--- src/rtl/commit_unit_pkg.sv ---
// commit_unit_pkg: shared instruction-type encoding and store-FSM state enum for the retirement engine.
package commit_unit_pkg;
  typedef enum logic [3:0] {
    IT_ALU    = 4'd0,
    IT_LOAD   = 4'd1,
    IT_STORE  = 4'd2,
    IT_BRANCH = 4'd3,
    IT_JUMP   = 4'd4
  } itype_e;
  typedef enum logic [1:0] {
    ST_IDLE,
    ST_REQ,
    ST_WAIT_ACK,
    ST_POP
  } store_state_e;
endpackage

--- src/rtl/commit_unit_store_writer.sv ---
// store_writer: store FSM driving the memory request/ack handshake and the one-cycle ROB pop pulse.
module store_writer
  import commit_unit_pkg::*;
#(
  parameter int ADDR_W = 32
) (
  input  logic              clk_in,
  input  logic              rst_n_in,
  input  logic              store_valid_in,
  input  logic [ADDR_W-3:0] word_addr_in,
  input  logic [31:0]       data_in,
  input  logic              mem_ready_in,
  input  logic              mem_ack_in,
  output logic              mem_req_out,
  output logic [ADDR_W-1:0] mem_addr_out,
  output logic [31:0]       mem_data_out,
  output logic              pop_out,
  output logic              busy_out
);
  store_state_e state, state_nx;
  always_ff @(posedge clk_in or negedge rst_n_in)
    if (!rst_n_in) begin
      state        <= ST_IDLE;
      mem_addr_out <= '0;
      mem_data_out <= '0;
    end else begin
      state <= state_nx;
      if (state == ST_IDLE && store_valid_in) begin
        mem_addr_out <= {word_addr_in, 2'b00};
        mem_data_out <= data_in;
      end
    end
  // REQ only looks at ready, so an ack arriving alongside acceptance is dropped
  always_comb begin
    state_nx = state;
    case (state)
      ST_IDLE:     state_nx = store_valid_in ? ST_REQ : ST_IDLE;
      ST_REQ:      state_nx = mem_ready_in ? ST_WAIT_ACK : ST_REQ;
      ST_WAIT_ACK: state_nx = mem_ack_in ? ST_POP : ST_WAIT_ACK;
      default:     state_nx = ST_IDLE;
    endcase
  end
  assign mem_req_out = state == ST_REQ;
  assign pop_out     = state == ST_POP;
  assign busy_out    = state != ST_IDLE;
endmodule

--- src/rtl/commit_unit.sv ---
// commit_unit: ROB-head retirement engine; register-file writes plus committed stores to memory.
// Optional COMMIT_STATS_EN adds commit_count_out/store_count_out retirement counters.
module commit_unit
  import commit_unit_pkg::*;
#(
  parameter int ADDR_W  = 32,
  parameter int RF_IX_W = 5
) (
  input  logic               clk_in,
  input  logic               rst_n_in,
  input  logic               rob_commit_in,
  input  logic               rob_store_valid_in,
  input  logic [2:0]         rob_ix_in,
  input  logic [3:0]         rob_itype_in,
  input  logic [31:0]        rob_value_in,
  input  logic [31:0]        rob_dest_in,
  output logic               rob_store_read_out,
  output logic               rf_we_out,
  output logic [RF_IX_W-1:0] rf_addr_out,
  output logic [31:0]        rf_data_out,
  output logic               mem_req_out,
  output logic [ADDR_W-1:0]  mem_addr_out,
  output logic [31:0]        mem_data_out,
  input  logic               mem_ready_in,
  input  logic               mem_ack_in,
  output logic               busy_out
`ifdef COMMIT_STATS_EN
  ,
  output logic [31:0]        commit_count_out,
  output logic [31:0]        store_count_out
`endif
);
  always_ff @(posedge clk_in or negedge rst_n_in)
    if (!rst_n_in) begin
      rf_we_out   <= 1'b0;
      rf_addr_out <= '0;
      rf_data_out <= '0;
    end else begin
      rf_we_out <= rob_commit_in && rob_dest_in[RF_IX_W-1:0] != '0;
      if (rob_commit_in) begin
        rf_addr_out <= rob_dest_in[RF_IX_W-1:0];
        rf_data_out <= rob_value_in;
      end
    end
  store_writer #(.ADDR_W(ADDR_W)) u_store (
    .clk_in        (clk_in),
    .rst_n_in      (rst_n_in),
    .store_valid_in(rob_store_valid_in),
    .word_addr_in  (rob_dest_in[ADDR_W-1:2]),
    .data_in       (rob_value_in),
    .mem_ready_in  (mem_ready_in),
    .mem_ack_in    (mem_ack_in),
    .mem_req_out   (mem_req_out),
    .mem_addr_out  (mem_addr_out),
    .mem_data_out  (mem_data_out),
    .pop_out       (rob_store_read_out),
    .busy_out      (busy_out)
  );
`ifdef COMMIT_STATS_EN
  always_ff @(posedge clk_in or negedge rst_n_in)
    if (!rst_n_in) begin
      commit_count_out <= '0;
      store_count_out  <= '0;
    end else begin
      commit_count_out <= commit_count_out + 32'(rob_commit_in) + 32'(rob_store_read_out);
      store_count_out  <= store_count_out + 32'(rob_store_read_out);
    end
`endif
  // both strobes describe the same head entry, so they can never legally coincide
  assert property (@(posedge clk_in) disable iff (!rst_n_in) !(rob_commit_in && rob_store_valid_in));
  assert property (@(posedge clk_in) disable iff (!rst_n_in)
    rob_store_valid_in |-> (rob_itype_in == IT_STORE) && !$isunknown(rob_ix_in));
endmodule

--- config.mk ---
export PLATFORM = sky130hd
export DESIGN_NAME = commit_unit
export DESIGN_NICKNAME = d
export VERILOG_FILES = /design/src/rtl/commit_unit_pkg.sv /design/src/rtl/commit_unit_store_writer.sv /design/src/rtl/commit_unit.sv
export SDC_FILE = /design/constraint.sdc
export NUM_CORES = 1
export LEC_CHECK = 0
export ABC_CLOCK_PERIOD_IN_PS = 3460
export BUFFER_PORTS_ARGS = -buffer_cell sky130_fd_sc_hd__buf_2
export CAP_MARGIN = 10
export CORE_UTILIZATION = 50
export CTS_CLUSTER_SIZE = 25
export DETAILED_ROUTE_END_ITERATION = 8
export GPL_TIMING_DRIVEN = 0
export PLACE_DENSITY = 0.84
export SLEW_MARGIN = 20
export SYNTH_ARGS = -nofsm -noshare
export SYNTH_HDL_FRONTEND = slang
export SYNTH_SLANG_ARGS = --single-unit
--- constraint.sdc ---
create_clock -name clk_in -period 3.46 [get_ports clk_in]
set_input_delay 0.692 -clock clk_in [delete_from_list [all_inputs] [get_ports clk_in]]
set_output_delay 0.692 -clock clk_in [all_outputs]
set_load 0.005 [all_outputs]
[Word level (Yosys, flattened, before mapping)]
Index checks and enable logic that the tools add are counted.
Storage, ports and cells
  register bits: 102
  word-level logic and storage cells: 18
Cells by class
  reductions and logical operators: 5
  multiplexer cells: 4
  equality and inequality tests: 3
Operators by type and width (count)
  2-bit case mux with 3 select lines: 1
  5-bit nonzero test: 1
  2-bit equality test (second input constant): 2
  2-bit by 1-bit equality test with 1-bit output (second input constant): 1
  1-bit logical AND: 2
  2-bit logical NOT: 1
  1-bit 2-to-1 mux: 2
  2-bit 2-to-1 mux: 1
  2-bit nonzero test: 1

[Longest topological paths before layout]
Gate-level depths: netlist of the first run.
  depth after elaboration: 2
  gate-level depth with buffers: 4
  mapped depth without buffers: 2

[Modules after synthesis]
From an unflattened synthesis of the first run, not the netlist that was laid out.
Second synthesis, totals
  cells, all modules: 226
  area total of the unflattened synthesis: 4166.5 um2
By module, submodules not included
  store_writer: times used 1, cells an instance 145, seq. area each 1601.5 um2, area each 2748.9 um2
  commit_unit: times used 1, cells an instance 81, seq. area each 950.9 um2, area each 1417.6 um2

[Worst setup path after synthesis of the first run]
No wires, ideal clock.
  path type: input -> register
  start point: input port rob_store_valid_in
  end point: register u_store.mem_addr_out[10]
  stages on the path: 4
  setup time: 0.125 ns
  required time: 3.335 ns
  setup slack: 1.855 ns
  data arrival time: 1.480 ns
  cells stage by stage: nor3b_2 > buf_6 > buf_12 > mux2_4
On the way
  cells in the longest elaborated chain, start to end: 1
RTL lines
  from (decl): RTL line commit_unit.sv:12  | input logic rob_store_valid_in,
  1-bit logical AND: RTL line commit_unit_store_writer.sv:28  | if (state == ST_IDLE && store_valid_in) begin
  to (signal assigned): RTL line commit_unit_store_writer.sv:29  | mem_addr_out <= {word_addr_in, 2'b00};
  to (decl): RTL line commit_unit_store_writer.sv:15  | output logic [ADDR_W-1:0] mem_addr_out,
Every way passes these cells.
A chain may end at the register's enable or synchronous reset.

[Worst setup path after layout of the first run]
  start point: register u_store.state[0]
  end point: output port busy_out
On the way
  cells in the longest elaborated chain, start to end: 1
RTL lines
  from (decl): RTL line commit_unit_store_writer.sv:20  | store_state_e state, state_nx;
  from (signal assigned): RTL line commit_unit_store_writer.sv:27  | state <= state_nx;
  2-bit nonzero test: RTL line commit_unit_store_writer.sv:45  | assign busy_out = state != ST_IDLE;
  to (decl): RTL line commit_unit.sv:26  | output logic busy_out
Every way passes these cells.

==> impl_summary.log, run 1 <==
[metrics] maximum net fanout on the critical path: 6
[metrics] setup tns final: 0 ps
[metrics] core area: 7888 um2
[metrics] Reg2Reg Launch Point: u_store.state[0]$_DFF_PN0_
[metrics] P_sw: 1.180 mW
[metrics] root buf cell: clkbuf_8
[metrics] insertion delay to the later sink of the worst-skew pair: 350 ps
[metrics] Worst-path clk slew: 100 ps
[metrics] combinational family with the most area after synthesis: multiplexers
[metrics] critical path endpoint category: output pin
[metrics] final number of setup-violating endpoints: 0
[metrics] leading cell type in the layout, fill and taps excluded: buf_2
[metrics] worst hold path type: primary input to asynchronous set/reset pin
[metrics] drc violations: 0
[metrics] DIE WIDTH: 93.12 um
[metrics] routed len/inst: 16.19 um
[metrics] number of diodes: 0
[metrics] synthesized-area fraction occupied by ao, oa, aoi and oai cells: 0.005726
[metrics] clock tree from TritonCTS: done
[metrics] Die Ht: 93.12 um
[metrics] via count: 2515
[metrics] multiplexer share of the synthesized area: 0.3252
[metrics] max-cap violation count: 0
[metrics] Critical path origin: u_store.state[0]$_DFF_PN0_
[metrics] Mean Syn Cell Area: 18.37 um2
[metrics] worst path setup slack after routing: 1544 ps
[metrics] detailed placer's ending HPWL: 6.271 mm
[metrics] antenna violations before repair: 0
[metrics] sequential cell area fraction in the yosys report: 0.6148
[metrics] worst reg2reg endpoint: u_store.mem_addr_out[25]$_DFFE_PN0P_
[metrics] Seq cells post-synth: 102
[metrics] Lkg Pwr: 2.701 nW
[metrics] maximum VDD drop: 0.0004093 V
[metrics] area share of xor/xnor cells in the synthesized design: 0
[metrics] Worst setup endpoint: busy_out
[metrics] GRT Util Overall: 0.1991
[metrics] starting utilization of the core area: 0.5263
[metrics] worst-case clock skew: 7.092 ps
[metrics] final core utilization: 0.6781
[metrics] PwrDens: 775.5 nW/um2
[metrics] Mapped Cells: 226
[metrics] DRT Pass-1 Iters: 5
[metrics] Arrival @ worst endpoint: 1220 ps
[metrics] final clock period utilization by the worst path: 0.5538
[metrics] Cell Int Power: 2.968 mW
[metrics] DRC violation total after the first TritonRoute iteration: 57
[metrics] final-report hold violation count: 0
[metrics] Critical Path Start Type: flop
[metrics] Power Total: 4.148 mW
[metrics] WL final: 8.368 mm
[metrics] number of setup buffers added after CTS: 0
[metrics] Post-Synth Simple-Gate Area: 0.01236
[metrics] minimum clock period: 1916 ps
[metrics] met3 track demand over resource: 0.04715
[metrics] Max clock buf depth: 2
[metrics] deepest level of the CTS H-tree: 3
[metrics] layer with the highest usage after global routing: met2
[metrics] pin count of the biggest net entering global routing: 53
[metrics] setup repair after global routing missed its margin: false
[metrics] Cell variety after synth: 18
[metrics] top library cells by usage in the layout, fill and taps aside: buf_2 (174), dfrtp_1 (102), mux2_4 (60), mux2_2 (39), clkbuf_8 (10)
[metrics] number of hold-repair buffers added at the cts stage: 0
[metrics] die area: 8671 um2
[metrics] final antenna-violating net count: 0
[metrics] max-slew violation total from the final report: 0
[metrics] row count: 32
[metrics] worst setup timing slack at the placement stage: 1667 ps
[metrics] maximum clock rate: 0.5219 GHz
[metrics] count of yosys warnings during synthesis: 0
[metrics] proportion of layout cells with a drive suffix above 1: 0.7301
[metrics] type of the setup path with the least slack: flop to output pin
[metrics] global-route met2 utilization: 0.3382
[metrics] IO Pins: 182
[metrics] global placer's final weighted congestion: 0.7199
[metrics] netlist area before placement: 4151 um2
[metrics] Inserted Clock Buffers: 9
[metrics] outcome: finished, final reports clean
[metrics] post-cts gate resize count: 0
[metrics] power share of the sequential group: 0.449
[metrics] Crit path required time: 2770 ps
[metrics] layout net count: 487
[metrics] length in cells of the worst reg-to-reg path: 4
[metrics] total grt overflow: 0
[metrics] global-route wire length before repair: 13.10 mm
[metrics] relative contribution of the clock network to total power: 0.163
[metrics] register-to-register setup slack: 1980 ps
[metrics] Layout area overhead: 28.84%
[metrics] # fillers: 558
[metrics] clock sink count: 102
[metrics] number of global-route vias before repair: 2607
[metrics] combinational fraction of design power: 0.388
[metrics] Vias per Instance: 4.865
[metrics] Global Route met1 Usage: 0.2531
[metrics] number of input and output port buffers inserted: 171
[metrics] fraction of power spent switching nets: 0.2844
[metrics] fraction of the mapped netlist area in adder cells: 0
## worst max-delay path, stage by stage (launching register included)
cell     delay [ps]
dfrtp_1         440
or2_2           310
buf_2           130
## power groups by stage
stage               clock network (mW)  registers (mW)  logic (mW)
global route                     0.753            1.91        1.73
detailed placement                   0            1.87        1.63
finish                           0.676            1.86        1.61
floorplan                            0            1.90       0.962
CTS                              0.702            1.86        1.64
global placement                     0            1.85        1.59
## sequential cells by signal (all words and copies together), names as in the netlist
signal	flops
rf_we_out	1
rf_data_out	32
rf_addr_out	5
u_store.mem_addr_out	30
u_store.state	2
u_store.mem_data_out	32
## metrics by stage
step,hold WS [ps],std cells,area (um2)
final,263.1,517,5349
after global routing,284.3,517,5349
after CTS,274.0,517,5349
after detailed placement,486.0,501,5172
after global placement,485.4,500,5139
after floorplan,396.4,227,4155
## layer usage
| metal | part of all wire | vias to the layer above |
|---|---|---|
| li1 | - | 1154 |
| met1 | 0.42 | 1260 |
| met2 | 0.52 | 93 |
| met3 | 0.050 | 8 |
| met4 | 0.0099 | 0 |
| met5 | 0 | - |
## logic make-up (layout without fill, tap and decap cells)
logic type             after synthesis  in the layout
flip-flops                         102            102
multiplexers                       100            100
buffers and inverters               14            202
AND/OR/NAND/NOR                      6              6
AO/OA/AOI/OAI                        3              3
other                                1              2
## area by class of cell
type	instances	area (um2)	share of cell area
flip-flops and latches	102	2552	0.4772
multi-input cells	111	1433	0.2678
repair buffers	172	889.6	0.1663
plain buffers	13	166.4	0.03111
clock buffers	12	145.1	0.02713
well taps	102	127.6	0.02386
clock inverters	4	31.28	0.005848
inverters	1	3.754	0.0007018
## synth_stat cells
master	count	area share
nor3b_2	1	0.0030
dfrtp_1	102	0.61
buf_2	4	0.0048
o2bb2ai_1	1	0.0021
mux2_2	39	0.11
and2_2	1	0.0018
mux2_4	60	0.22
or2_2	1	0.0015
or4_1	1	0.0018
inv_1	1	0.00090
mux2i_1	1	0.0024
buf_4	2	0.0036
conb_1	1	0.00090
and2b_2	2	0.0042
o21a_1	1	0.0018
buf_12	6	0.029
a21o_1	1	0.0018
buf_6	1	0.0027
## how the worst min path moves through the flow
stage          cells after the start                                  from  slack (ps)                                   end
2_1_floorplan                      0                              rst_n_in         400            rf_addr_out[0]$_DFFE_PN0P_
3_3_place_gp                       1            rf_addr_out[1]$_DFFE_PN0P_         490            rf_addr_out[1]$_DFFE_PN0P_
3_5_place_dp                       1  u_store.mem_addr_out[14]$_DFFE_PN0P_         490  u_store.mem_addr_out[14]$_DFFE_PN0P_
4_1_cts                            1                              rst_n_in         270           rf_data_out[14]$_DFFE_PN0P_
5_1_grt                            1                              rst_n_in         280           rf_data_out[14]$_DFFE_PN0P_
6_report                           1                              rst_n_in         260           rf_data_out[14]$_DFFE_PN0P_
(Power assumes the default switching activity.)
==> run 2, diff against run 1 <==
--- a/config.mk
+++ b/config.mk
@@ -5,14 +5,15 @@
 export SDC_FILE = /design/constraint.sdc
 export NUM_CORES = 1
 export LEC_CHECK = 0
-export ABC_CLOCK_PERIOD_IN_PS = 3460
+export ABC_AREA = 1
+export ABC_CLOCK_PERIOD_IN_PS = 1500
 export BUFFER_PORTS_ARGS = -buffer_cell sky130_fd_sc_hd__buf_2
 export CAP_MARGIN = 10
-export CORE_UTILIZATION = 50
+export CORE_UTILIZATION = 42
 export CTS_CLUSTER_SIZE = 25
 export DETAILED_ROUTE_END_ITERATION = 8
 export GPL_TIMING_DRIVEN = 0
-export PLACE_DENSITY = 0.84
+export PLACE_DENSITY = 0.75
 export SLEW_MARGIN = 20
 export SYNTH_ARGS = -nofsm -noshare
 export SYNTH_HDL_FRONTEND = slang
==> constraint.sdc (replaced) <==
create_clock -name clk_in -period 1.5 [get_ports clk_in]
set_input_delay 0.3 -clock clk_in [delete_from_list [all_inputs] [get_ports clk_in]]
set_output_delay 0.3 -clock clk_in [all_outputs]
set_load 0.005 [all_outputs]
==> run 2 against run 1 <==
Area after synthesis fell by 2.5%. Critical path type unchanged. Critical path depth increased by 3. Largest power group unchanged. Design area shrank 0.51%. Die area is 16% higher. Sequential cell count unchanged.
==> impl_summary.log, run 2 <==
[metrics] top-count cell post-synth: nand2_1
[metrics] minimum clock period: 1494 ps
[metrics] number of input and output port buffers inserted: 170 (-0.58%)
[metrics] global placer's final weighted congestion: 0.7594 (+5.5%)
[metrics] drc violations: 0 (unchanged)
[metrics] critical hold path startpoint: rob_value_in[29]
[metrics] Crit path required time: 1200 ps (-1570 ps)
[metrics] worst hold path type: primary input to flop
[metrics] Die Ht: 100.2 um (+7.6%)
[metrics] Synth area leader: dfrtp_1
[metrics] Cell variety after synth: 16 (-2)
[metrics] setup repair after global routing missed its margin: true
[metrics] number of global-route vias before repair: 3472 (+33%)
[metrics] critical path endpoint category: output pin
[metrics] netlist area before placement: 4046 um2 (-2.5%)
[metrics] count of yosys warnings during synthesis: 0 (unchanged)
[metrics] worst setup timing slack at the placement stage: -0.3370 ps (-1668 ps)
[metrics] highest-delay cell along the critical path: dfrtp_2
[metrics] final antenna-violating net count: 0 (unchanged)
[metrics] maximum net fanout on the critical path: 3 (-3)
[metrics] clock sink count: 102 (unchanged)
[metrics] Vias per Instance: 4.644 (-4.5%)
[metrics] DIE WIDTH: 100.2 um (+7.6%)
[metrics] Worst path max stage delay: 440 ps (about the same)
[metrics] total placed cells including tap cells: 750 (+50%)
[metrics] global-route wire length before repair: 16.64 mm (+27%)
[metrics] Reg2Reg Launch Point: u_store.state[0]$_DFF_PN0_
[metrics] Lkg Pwr: 3.090 nW (+14%)
[metrics] WL final: 10.53 mm (+26%)
[metrics] total grt overflow: 0 (unchanged)
[metrics] Max clock buf depth: 2 (unchanged)
[metrics] Inserted Clock Buffers: 9 (unchanged)
[metrics] deepest level of the CTS H-tree: 3 (unchanged)
[metrics] cell types with the largest area share after synthesis: dfrtp_1 (63%), nand2_1 (15%), nand3_1 (8.0%)
[metrics] Layout area overhead: 31.51%
[metrics] worst path setup slack after routing: 5.928 ps (-1538 ps)
[metrics] proportion of register bits with asynchronous set or reset after synthesis: 1.000 (unchanged)
[metrics] DRT Pass-1 Iters: 4 (-1)
[metrics] Critical Path Start Type: flop
[metrics] proportion of layout cells with a drive suffix above 1: 0.3401 (-0.3900)
[metrics] registers with the highest flip-flop counts: rf_data_out: 32 flops, u_store.mem_data_out: 32 flops, u_store.mem_addr_out: 30 flops
[metrics] root buf cell: clkbuf_8
[metrics] Mean Syn Cell Area: 9.012 um2 (-51%)
[metrics] Critical path origin: u_store.state[1]$_DFF_PN0_
[metrics] Worst-path clk slew: 100 ps (about the same)
[metrics] maximum clock rate: 0.6693 GHz
[metrics] PwrDens: 1668 nW/um2 (+120%)
[metrics] clock tree from TritonCTS: done
[metrics] worst-case clock skew: 9.644 ps (+2.552 ps)
[metrics] # fillers: 893 (+60%)
[metrics] via count: 3576 (+42%)
[metrics] final core utilization: 0.5732 (-0.1050)
[metrics] worst path cell trace: buf_6 > inv_2 > nand2_2 > inv_2 > buf_6
[metrics] final-report hold violation count: 0 (unchanged)
[metrics] layout net count: 713 (+46%)
[metrics] pin count of the biggest net entering global routing: 60 (+13%)
[metrics] core area: 9284 um2 (+18%)
[metrics] sequential cell area in the final layout: 2554 um2 (about the same)
[metrics] detailed placer's ending HPWL: 7.592 mm (+21%)
[metrics] Seq cells post-synth: 102 (unchanged)
[metrics] number of diodes: 0 (unchanged)
[metrics] area share of the largest cell type after synthesis: 0.6308 (+0.01597)
[metrics] insertion delay to the later sink of the worst-skew pair: 350 ps (about the same)
[metrics] maximum VDD drop: 0.0007668 V (+87%)
[metrics] dominant synthesized flop cell: dfrtp_1
[metrics] IO Pins: 182 (unchanged)
[metrics] list of most frequent post-synthesis cells: nand2_1 (165), dfrtp_1 (102), nand3_1 (65)
[metrics] leading cell type in the layout, fill and taps excluded: buf_2
[metrics] row count: 35 (+9.4%)
[metrics] top library cells by usage in the layout, fill and taps aside: buf_2 (181), nand2_1 (164), dfrtp_1 (101), nand3_1 (65), inv_1 (41)
[metrics] type of the setup path with the least slack: flop to output pin
[metrics] max-slew violation total from the final report: 0 (unchanged)
[metrics] area of the multi-input gates: 1179 um2 (-18%)
[metrics] Arrival @ worst endpoint: 1190 ps (-30 ps)
[metrics] DRC violation total after the first TritonRoute iteration: 94 (+65%)
[metrics] count of non-filler cells in the finished layout: 770 (+49%)
[metrics] routed len/inst: 13.68 um (-15%)
[metrics] final clock period utilization by the worst path: 0.9960
[metrics] GRT Util Overall: 0.2152 (+0.01606)
[metrics] outcome: finished, final reports clean
[metrics] die area: 10030 um2 (+16%)
[metrics] sequential cell area fraction in the yosys report: 0.6308 (+0.01597)
[metrics] Mapped Cells: 449 (+99%)
[metrics] Post-synth EDFFs: 0 (unchanged)
[metrics] starting utilization of the core area: 0.4358 (-0.09048)
[metrics] final number of setup-violating endpoints: 0 (unchanged)
[metrics] max-cap violation count: 0 (unchanged)
[metrics] antenna violations before repair: 0 (unchanged)
run 2: cell types whose count changed after synthesis, sizes merged, moves of 4 or more:
cell    change
buf        +11
clkbuf      +5
inv        +43
mux2       -99
nand2     +166
nand3      +65
nor2        +4
o21ai      +37
run 2: area by class of cell:
class                           instances  share of cell area
Sequential cell                       102              0.4799
Multi-Input combinational cell        275              0.2215
Timing Repair Buffer                  176              0.1756
Inverter                               44             0.03104
Tap cell                              129             0.03033
Buffer                                 28             0.02845
Clock buffer                           11             0.02657
Clock inverter                          5            0.006584
run 2: where the power goes:
group / switching [mW] / internal [mW] / leakage [nW]
Combinational: 1.77 / 1.39 / 1.75
Sequential: 0.485 / 3.65 / 1.25
Clock: 0.936 / 0.651 / 0.0893
run 2: what timing repair did:
action,4_1_cts,5_1_grt
hold buffers,1,0
pin swaps,1,1
setup endpoints to repair,1,2
resized for setup,5,3
endpoints found under the hold margin,43,0
setup buffers,4,0
run 2: metal layers:
metal | vias to the layer above | track usage | routed length, um
li1 | 1766 | - | -
met1 | 1673 | 0.2703 | 4621
met2 | 129 | 0.3641 | 5151
met3 | 8 | 0.06616 | 669
met4 | 0 | 0.05240 | 89
met5 | - | 0 | 0
run 2: kinds of logic (layout without fill, tap and decap cells):
kind of cell,count (synthesis),in the layout,share of synthesized area
flip-flops,102,102,0.6308
AND/OR/NAND/NOR,235,235,0.2418
buffers and inverters,73,264,0.07947
AO/OA/AOI/OAI,38,38,0.04700
other,1,2,0.0009268
run 2: through the flow:
step           cell area (um2)  TNS (ps)  hold slack [ps]  total power, mW
5_1_grt                   5321    -46.86            143.5            9.540
4_1_cts                   5324    -1.822            147.2            8.955
3_3_place_gp              5062    -90670            448.1            7.110
2_1_floorplan             4050         0            4.409            5.700
3_5_place_dp              5096   -0.3370            248.6            7.243
6_report                  5321         0            162.6            8.878
run 2: final timing paths:
check | endpoint | slack (ps) | cells past startpoint
setup / recovery | mem_req_out | 6 | 5
hold / removal | rf_data_out[29]$_DFFE_PN0P_ | 160 | 3
setup reg to reg | u_store.mem_data_out[28]$_DFFE_PN0P_ | 90 | 6
hold reg to reg | u_store.mem_addr_out[14]$_DFFE_PN0P_ | 470 | 2
max in group asynchronous | u_store.state[1]$_DFF_PN0_ | 420 | 3
min in group asynchronous | u_store.mem_addr_out[24]$_DFFE_PN0P_ | 430 | 2
run 2: critical path, delay by kind of cell, from the launching register on:
family | cells | cell delay (ps)
buffers and inverters | 4 | 350
flip-flops | 1 | 440
AND/OR/NAND/NOR | 1 | 50
==> run 3, diff against run 2 <==
--- a/config.mk
+++ b/config.mk
@@ -5,15 +5,14 @@
 export SDC_FILE = /design/constraint.sdc
 export NUM_CORES = 1
 export LEC_CHECK = 0
-export ABC_AREA = 1
 export ABC_CLOCK_PERIOD_IN_PS = 1500
 export BUFFER_PORTS_ARGS = -buffer_cell sky130_fd_sc_hd__buf_2
 export CAP_MARGIN = 10
-export CORE_UTILIZATION = 42
+export CORE_UTILIZATION = 43
 export CTS_CLUSTER_SIZE = 25
 export DETAILED_ROUTE_END_ITERATION = 8
 export GPL_TIMING_DRIVEN = 0
-export PLACE_DENSITY = 0.75
+export PLACE_DENSITY = 0.77
 export SLEW_MARGIN = 20
 export SYNTH_ARGS = -nofsm -noshare
 export SYNTH_HDL_FRONTEND = slang
==> run 3 against run 2 <==
Maximum frequency grew 1.2%. Critical path depth shrank 1. Sequential power grew 4%. Worst setup slack gained 18 ps. Register-to-register slack lost 70 ps. Count of clock-buffer cells in the layout is the same. Largest cell class unchanged.
==> impl_summary.log, run 3 (synthesis results as in run 1) <==
[metrics] max-slew violation total from the final report: 0 (unchanged)
[metrics] number of diodes: 0 (unchanged)
[metrics] row count: 35 (unchanged)
[metrics] sequential cell area in the final layout: 2554 um2 (unchanged)
[metrics] final number of setup-violating endpoints: 0 (unchanged)
[metrics] Worst-path clk slew: 100 ps (about the same)
[metrics] GRT Util Overall: 0.1708 (-0.04432)
[metrics] highest-delay cell along the critical path: dfrtp_2
[metrics] final clock period utilization by the worst path: 0.9842 (-0.01180)
[metrics] Worst setup endpoint: u_store.mem_data_out[21]$_DFFE_PN0P_
[metrics] worst path cell trace: nor3b_2 > buf_6 > buf_12 > mux2_4
[metrics] insertion delay to the later sink of the worst-skew pair: 350 ps (about the same)
[metrics] pin count of the biggest net entering global routing: 84 (+40%)
[metrics] number of input and output port buffers inserted: 171 (+0.59%)
[metrics] worst-case clock skew: 7.788 ps (-1.856 ps)
[metrics] maximum clock rate: 0.6773 GHz (+1.2%)
[metrics] deepest level of the CTS H-tree: 3 (unchanged)
[metrics] IO Pins: 182 (unchanged)
[metrics] maximum VDD drop: 0.0008513 V (+11%)
[metrics] worst path setup slack after routing: 23.63 ps (+17.70 ps)
[metrics] PwrDens: 1795 nW/um2 (+7.6%)
[metrics] via count: 2500 (-30%)
[metrics] # fillers: 791 (-11%)
[metrics] type of the setup path with the least slack: flop to flop
[metrics] Crit path required time: 1730 ps (+530 ps)
[metrics] drc violations: 0 (unchanged)
[metrics] Critical Path Start Type: flop
[metrics] core area: 9284 um2 (unchanged)
[metrics] clock sink count: 102 (unchanged)
[metrics] register-to-register setup slack: 20 ps (-70 ps)
[metrics] total grt overflow: 0 (unchanged)
[metrics] WL final: 8.284 mm (-21%)
[metrics] Worst path max stage delay: 450 ps (about the same)
[metrics] Power Total: 9.765 mW (+10%)
[metrics] Max clock buf depth: 2 (unchanged)
[metrics] logic depth of the worst path, buffers included: 4 (-1)
[metrics] setup tns final: 0 ps (unchanged)
[metrics] registers with the highest flip-flop counts: rf_data_out: 32 flops, u_store.mem_data_out: 32 flops, u_store.mem_addr_out: 30 flops
[metrics] post-route standard cell area excluding fillers: 5440 um2 (+2.2%)
[metrics] DIE WIDTH: 100.3 um (about the same)
[metrics] antenna violations before repair: 0 (unchanged)
[metrics] detailed placer's ending HPWL: 5.967 mm (-21%)
[metrics] root buf cell: clkbuf_8
[metrics] leading cell type in the layout, fill and taps excluded: buf_2
[metrics] routed len/inst: 15.12 um (+11%)
[metrics] layout net count: 491 (-31%)
[metrics] worst setup timing slack at the placement stage: 26.21 ps (+26.55 ps)
[metrics] die area: 10050 um2 (+0.20%)
[metrics] DRC violation total after the first TritonRoute iteration: 34 (-64%)
[metrics] clock tree from TritonCTS: done
[metrics] worst reg2reg endpoint: u_store.mem_data_out[21]$_DFFE_PN0P_
[metrics] Layout area overhead: 31.04%
[metrics] worst hold path type: primary input to flop
[metrics] outcome: finished, final reports clean
[metrics] DRT Pass-1 Iters: 4 (unchanged)
[metrics] minimum clock period: 1476 ps (-17.70 ps)
[metrics] max-cap violation count: 0 (unchanged)
[metrics] top library cells by usage in the layout, fill and taps aside: buf_2 (173), dfrtp_1 (101), mux2_4 (60), mux2_2 (39), clkbuf_8 (9)
[metrics] Vias per Instance: 4.562 (-1.8%)
[metrics] proportion of layout cells with a drive suffix above 1: 0.7327 (+0.3926)
[metrics] final core utilization: 0.5860 (+0.01280)
[metrics] CP delay by family, top: flip-flops
[metrics] global-route wire length before repair: 13.31 mm (-20%)
[metrics] Die Ht: 100.3 um (about the same)
[metrics] Inserted Clock Buffers: 9 (unchanged)
[metrics] Hold WS: 173.1 ps (+10.46 ps)
[metrics] setup repair after global routing missed its margin: true
[metrics] maximum net fanout on the critical path: 10 (+7)
[metrics] placed instance area: 5206 um2 (+2.2%)
[metrics] count of non-filler cells in the finished layout: 548 (-29%)
[metrics] starting utilization of the core area: 0.4472 (+0.01132)
[metrics] critical path buffer and inverter count: 2 (-2)
[metrics] final antenna-violating net count: 0 (unchanged)
[metrics] number of global-route vias before repair: 2634 (-24%)
[metrics] Reg2Reg Launch Point: u_store.state[1]$_DFF_PN0_
[metrics] critical path endpoint category: flop
[metrics] Lkg Pwr: 2.736 nW (-11%)
[metrics] global placer's final weighted congestion: 0.7206 (-5.1%)
[metrics] length in cells of the worst reg-to-reg path: 4 (-2)
[metrics] final-report hold violation count: 0 (unchanged)
[metrics] area of the multi-input gates: 1435 um2 (+22%)
[metrics] Arrival @ worst endpoint: 1710 ps (+520 ps)
[metrics] total placed cells including tap cells: 528 (-30%)
[metrics] Critical path origin: u_store.state[1]$_DFF_PN0_
-- run 3: layer usage --
layer / vias to the layer above / routed length [um] / global-route usage / share of wire
met3: 9 / 508 / 0.04944 / 0.061
li1: 1157 / - / - / -
met1: 1235 / 3624 / 0.2189 / 0.44
met4: 0 / 89 / 0.05017 / 0.011
met2: 99 / 4061 / 0.2819 / 0.49
met5: - / 0 / 0 / 0
-- run 3: repair_timing --
item,4_1_cts,5_1_grt
pin swaps,0,1
setup buffers,0,3
gates cloned,0,0
endpoints found under the setup margin,2,62
gates resized for setup,2,1
hold endpoints to repair,19,0
hold buffers,1,0
-- run 3: worst min path at each step --
stage | startpoint | end | cells past startpoint
final | rob_dest_in[10] | u_store.mem_addr_out[10]$_DFFE_PN0P_ | 2
after global routing | rob_dest_in[11] | u_store.mem_addr_out[11]$_DFFE_PN0P_ | 2
after CTS | rob_dest_in[10] | u_store.mem_addr_out[10]$_DFFE_PN0P_ | 2
after detailed placement | rst_n_in | u_store.mem_addr_out[14]$_DFFE_PN0P_ | 1
after global placement | rf_data_out[23]$_DFFE_PN0P_ | rf_data_out[23]$_DFFE_PN0P_ | 1
after floorplan | rst_n_in | rf_addr_out[0]$_DFFE_PN0P_ | 0
-- run 3: area by class of cell --
class,instances,share of cell area
buffer,13,0.03059
clock buffer,11,0.02415
sequential,102,0.4694
inverter,1,0.0006900
tap,129,0.02967
timing repair buffer,176,0.1707
multi-input combinational,111,0.2638
clock inverter,5,0.01104
-- run 3: power breakdown --
part           switching (mW)  internal, mW  leakage [nW]
clock network           0.899         0.777        0.0935
logic                    1.27          2.52          1.45
registers               0.562          3.74          1.20
total                    2.73          7.04          2.74
